===== config.mk =====
export PLATFORM = sky130hd
export DESIGN_NAME = btn_conditioner
export DESIGN_NICKNAME = d
export VERILOG_FILES = /design/src/rtl/btn_pkg.sv /design/src/rtl/debounce_channel.sv /design/src/rtl/btn_conditioner.sv
export SDC_FILE = /design/constraint.sdc
export NUM_CORES = 1
export LEC_CHECK = 0
export BUFFER_PORTS_ARGS = -buffer_cell sky130_fd_sc_hd__buf_2
export CAP_MARGIN = 20
export CORE_MARGIN = 2
export CORE_UTILIZATION = 60
export DETAILED_ROUTE_END_ITERATION = 8
export GPL_TIMING_DRIVEN = 0
export PLACE_DENSITY_LB_ADDON = 0.1
export SLEW_MARGIN = 40
export SYNTH_ARGS = -nofsm -noshare
export SYNTH_HDL_FRONTEND = slang
export SYNTH_SLANG_ARGS = --single-unit

===== constraint.sdc =====
create_clock -name clk -period 2.6 [get_ports clk]
set_input_delay 0.13 -clock clk [delete_from_list [all_inputs] [get_ports clk]]
set_output_delay 0.13 -clock clk [all_outputs]
set_load 0.005 [all_outputs]

===== src/rtl/btn_pkg.sv =====
// Shared definitions for the push-button conditioner: debounce FSM encoding
// and the default stability window for a 100 MHz system clock.
package btn_pkg;

    typedef enum logic [1:0] {
        BTN_IDLE         = 2'd0,
        BTN_PRESS_WAIT   = 2'd1,
        BTN_HELD         = 2'd2,
        BTN_RELEASE_WAIT = 2'd3
    } btn_state_t;

    // 10 ms of stable samples at 100 MHz
    localparam int BTN_DEBOUNCE_100MHZ = 1000000;
    localparam int BTN_CNT_W           = 20;

endpackage


===== src/rtl/debounce_channel.sv =====
// One button channel: 2-flop synchronizer, stability counter and a four-state
// debounce FSM producing a registered level and a one-cycle press pulse.
module debounce_channel
    import btn_pkg::*;
#(
    parameter int DEBOUNCE_CYCLES = BTN_DEBOUNCE_100MHZ,
    parameter int CNT_W           = BTN_CNT_W
) (
    input  logic clk,
    input  logic reset,
    input  logic raw,
    output logic level,
    output logic level_next,
    output logic press
);

    localparam logic [CNT_W-1:0] CNT_LAST = CNT_W'(DEBOUNCE_CYCLES - 1);

    logic             sync_q1;
    logic             sync_q2;
    logic [CNT_W-1:0] cnt;
    btn_state_t       state;
    logic             cnt_done;

    assign cnt_done = (cnt == CNT_LAST);

    always_ff @(posedge clk or posedge reset) begin
        if (reset) begin
            sync_q1 <= 1'b0;
            sync_q2 <= 1'b0;
        end else begin
            sync_q1 <= raw;
            sync_q2 <= sync_q1;
        end
    end

    // Level the FSM will present after the coming edge; lets the top register
    // its move outputs on the same edge the level changes.
    always_comb begin
        level_next = 1'b0;
        case (state)
            BTN_IDLE:         level_next = 1'b0;
            BTN_PRESS_WAIT:   level_next = sync_q2 & cnt_done;
            BTN_HELD:         level_next = 1'b1;
            BTN_RELEASE_WAIT: level_next = sync_q2 | ~cnt_done;
            default:          level_next = 1'b0;
        endcase
    end

    always_ff @(posedge clk or posedge reset) begin
        if (reset) begin
            state <= BTN_IDLE;
            cnt   <= '0;
            level <= 1'b0;
            press <= 1'b0;
        end else begin
            press <= 1'b0;
            case (state)
                BTN_IDLE: begin
                    if (sync_q2) begin
                        state <= BTN_PRESS_WAIT;
                        cnt   <= '0;
                    end
                end
                BTN_PRESS_WAIT: begin
                    if (!sync_q2) begin
                        state <= BTN_IDLE;
                        cnt   <= '0;
                    end else if (cnt_done) begin
                        state <= BTN_HELD;
                        level <= 1'b1;
                        press <= 1'b1;
                    end else begin
                        cnt <= cnt + CNT_W'(1);
                    end
                end
                BTN_HELD: begin
                    if (!sync_q2) begin
                        state <= BTN_RELEASE_WAIT;
                        cnt   <= '0;
                    end
                end
                BTN_RELEASE_WAIT: begin
                    if (sync_q2) begin
                        state <= BTN_HELD;
                        cnt   <= '0;
                    end else if (cnt_done) begin
                        state <= BTN_IDLE;
                        level <= 1'b0;
                    end else begin
                        cnt <= cnt + CNT_W'(1);
                    end
                end
                default: begin
                    state <= BTN_IDLE;
                    cnt   <= '0;
                    level <= 1'b0;
                end
            endcase
        end
    end

endmodule


===== src/rtl/btn_conditioner.sv =====
// Two debounced button channels plus registered, mutually exclusive paddle
// move commands so up and down are never asserted together.
module btn_conditioner
    import btn_pkg::*;
#(
    parameter int DEBOUNCE_CYCLES = BTN_DEBOUNCE_100MHZ,
    parameter int CNT_W           = BTN_CNT_W
) (
    input  logic clk,
    input  logic reset,
    input  logic btnUpRaw,
    input  logic btnDownRaw,
    output logic upLevel,
    output logic downLevel,
    output logic upPress,
    output logic downPress,
    output logic moveUp,
    output logic moveDown
);

    logic up_next;
    logic down_next;

    debounce_channel #(
        .DEBOUNCE_CYCLES(DEBOUNCE_CYCLES),
        .CNT_W          (CNT_W)
    ) u_up (
        .clk       (clk),
        .reset     (reset),
        .raw       (btnUpRaw),
        .level     (upLevel),
        .level_next(up_next),
        .press     (upPress)
    );

    debounce_channel #(
        .DEBOUNCE_CYCLES(DEBOUNCE_CYCLES),
        .CNT_W          (CNT_W)
    ) u_down (
        .clk       (clk),
        .reset     (reset),
        .raw       (btnDownRaw),
        .level     (downLevel),
        .level_next(down_next),
        .press     (downPress)
    );

    always_ff @(posedge clk or posedge reset) begin
        if (reset) begin
            moveUp   <= 1'b0;
            moveDown <= 1'b0;
        end else begin
            moveUp   <= up_next & ~down_next;
            moveDown <= down_next & ~up_next;
        end
    end

endmodule


==> out/qor.yml <==
sta:
  period_share: 0.848
  fmax_mhz: 453
  finalHoldViolCount: 0
  rsz0062_at_grt: "no"
  report.final.slew_viol_count: 0
  max_slew.worst_pin.slew_ps: 818
  clock_skew_ps: 11.4
  tns_ps: 0
  relSlewSlack: 0.451
  finalWorstSetupSlack_ps: 395
  setup_viol: 0
  fin_crit_ps: 2210
logic_synthesis:
  syn_area_per_cell_um2: 9.38
  synthArstFlopShare: 1.00
  ys_ff_latch: 54
  yosys.area.top_type: "dfrtp_1"
  synth_fp_nets: 324
  yosysUniqueCellTypes: 59
  synth_top_cells_by_area: "dfrtp_1 (45%), nand2_1 (4.3%), nand3_1 (4.0%)"
  postSynth.topFlopCell: "dfrtp_1"
  syn_area_um2: 2980
  synthCells: 318
  synth_edf_count: 0
  yosys_warnings: 0
  ys_seq_area_frac: 0.453
  netlist.area_leader.share: 0.453
die:
  start_util: 0.628
  die_x_um: 74.5
  fp.dieH_um: 74.5
  design.die.area_um2: 5550
  rows: 25
  core-area_um2: 4750
  pin_count: 10
global_route:
  grt_pass1_wl_mm: 11.8
  grt_pass1_vias: 2410
  grt_usage: 0.276
  grt.overflow.total: 0
  grt_max_degree: 44
  antenna_found_initial: 0
hold_path:
  hold_class: "primary input to asynchronous set/reset pin"
setup_path:
  cp_max_fo: 10
  start_kind: "flop"
  path_cells: "clkbuf_1 -> inv_1 -> nor2_1 -> clkbuf_1 -> o21ai_0 -> o21ai_0"
  worstPathArrival_ps: 2430
  cp_slowest_stage_delay_ps: 430
  worstPathRequired_ps: 2820
  crit_type: "flop to flop"
  critical_path.slowest_cell: "clkbuf_1"
  cp-end-kind: "flop"
detailed_routing:
  viasPerCell: 6.55
  drtPass1Iterations: 5
  wl_per_cell_um: 17.0
  totalWireLength_mm: 6.89
  drtAntennaViolNets: 0
  initialDrtViolationCount: 239
  drc_errors: 0
  vias: 2651
pwr:
  power_density_nw_per_um2: 462
  p_leak_nw: 1.40
  ir_drop_v: 0.000519
cells_and_area:
  final_cell_mix: "dfrtp_1 (54), nand2_1 (34), nand3_1 (24)"
  num_antenna_cells: 0
  finalNonFillerCells: 405
  syn_to_final_growth_pct: 10.2
  fin_util: 0.692
  layout-drive-gt1-share: 0.0917
  fin_nets: 344
  layout_commonest_cell: "dfrtp_1"
cts:
  cts_buffer_depth: 2
  clkLatencyLatePin_ps: 310
  clk_pin_slew_ps: 100
  cts_tree: "done"
  cts.sinks: 54
  clockRootBuffer: "clkbuf_8"
  cts-buffers-inserted: 5
  htree_levels: 2
place:
  gp_congestion: 0.880
  dp_cells: 395
  io_buffers: 9
  post-place-ws_ps: 444
  hpwl_mm: 4.79
flow_run:
  max-cap-violations: 0
status:
  status: "complete, no violations"
## sequential cells by signal (all words and copies together) (netlist names), named ones only
register        count
moveDown            1
moveUp              1
u_down.cnt         20
u_down.level        1
u_down.press        1
u_down.state        1
u_down.sync_q1      1
u_down.sync_q2      1
u_up.cnt           20
u_up.level          1
u_up.press          1
u_up.state          1
u_up.sync_q1        1
u_up.sync_q2        1
## path summary, 6_finish.rpt
path	from	to	slack (ps)	cells after the start
max	u_up.state[0]$_DFFE_PP0P_	u_up.cnt[2]$_DFFE_PP0P_	390	6
min	reset	u_down.cnt[4]$_DFFE_PP0P_	270	3
max reg2reg	u_up.state[0]$_DFFE_PP0P_	u_up.cnt[2]$_DFFE_PP0P_	390	6
min reg2reg	u_down.sync_q1$_DFF_PP0_	u_down.sync_q2$_DFF_PP0_	360	0
max in group asynchronous	reset	u_down.cnt[12]$_DFFE_PP0P_	1860	4
min in group clk	u_down.sync_q1$_DFF_PP0_	u_down.sync_q2$_DFF_PP0_	360	0
## cell families (layout without fill, tap and decap cells)
| logic type | count (synthesis) | in the layout | share of synthesized area |
|---|---|---|---|
| buffers and inverters | 22 | 42 | 0.0298 |
| DFF | 54 | 54 | 0.453 |
| muxes | 5 | 5 | 0.0172 |
| xor gates and xnor gates | 13 | 13 | 0.0382 |
| AOI/OAI and AO/OA | 84 | 84 | 0.191 |
| adders and majority gates | 2 | 2 | 0.00838 |
| and+or+nand+nor | 138 | 138 | 0.263 |
## synth_stat cells (3+ instances only)
cell,number
dfrtp_1,54
nor2_1,10
and4_1,7
xnor2_1,8
inv_1,9
a21o_1,3
or4_1,6
nor3_1,7
nor4_1,4
o31ai_1,6
nand3_1,24
and2_1,3
buf_2,5
o22ai_1,4
nor4b_1,5
nand4_1,11
and3_1,6
or3_1,5
nand2_1,34
o21ai_0,18
a21oi_1,13
clkbuf_1,8
xor2_1,5
mux2i_1,4
o211ai_1,3
o2111ai_1,3
nand2b_1,5
a31oi_1,9
o311ai_0,3
## metal layers
layer / up-vias / part of all wire / global-route usage / routed length, um
met3: 6 / 0.065 / 0.0447 / 451
li1: 1266 / - / - / -
met4: 0 / 0.0068 / 0.0575 / 47
met5: - / 0 / 0 / 0
met1: 1281 / 0.50 / 0.451 / 3420
met2: 98 / 0.43 / 0.384 / 2970
## cell type report
| type | instances | area (um2) |
|---|---|---|
| multi-input cells | 242 | 1560 |
| well taps | 67 | 83.8 |
| plain buffers | 13 | 55.1 |
| inverters | 9 | 36.3 |
| repair buffers | 13 | 95.1 |
| clock buffers | 5 | 68.8 |
| clock inverters | 2 | 38.8 |
| fillers | 377 | 1470 |
| flip-flops and latches | 54 | 1350 |
## worst max-delay path, delay by kind of cell (launching register included)
kind	cells	cell delay (ps)
simple gates	1	400
compound gates	2	340
buf+inv	3	1040
flops	1	340
## per-stage QoR
stage	area [um2]	total power [mW]	hold slack, ps
5_1_grt	3290	1.57	297
3_5_place_dp	3140	0.972	55.5
2_1_floorplan	2980	0.939	161
6_report	3290	1.52	270
3_3_place_gp	3110	0.965	239
4_1_cts	3270	1.52	273
## power breakdown
group / switching (mW) / internal (mW) / total (mW)
Clock: 0.276 / 0.284 / 0.560
Combinational: 0.0710 / 0.0294 / 0.100
Sequential: 0.0102 / 0.849 / 0.859
## what timing repair did
| item | CTS | global route |
|---|---|---|
| setup buffers | 0 | 0 |
| hold endpoints to repair | 41 | 0 |
| resized for setup | 0 | 0 |
| hold buffers | 3 | 0 |
No activity file was read; power rests on OpenSTA's default activity.
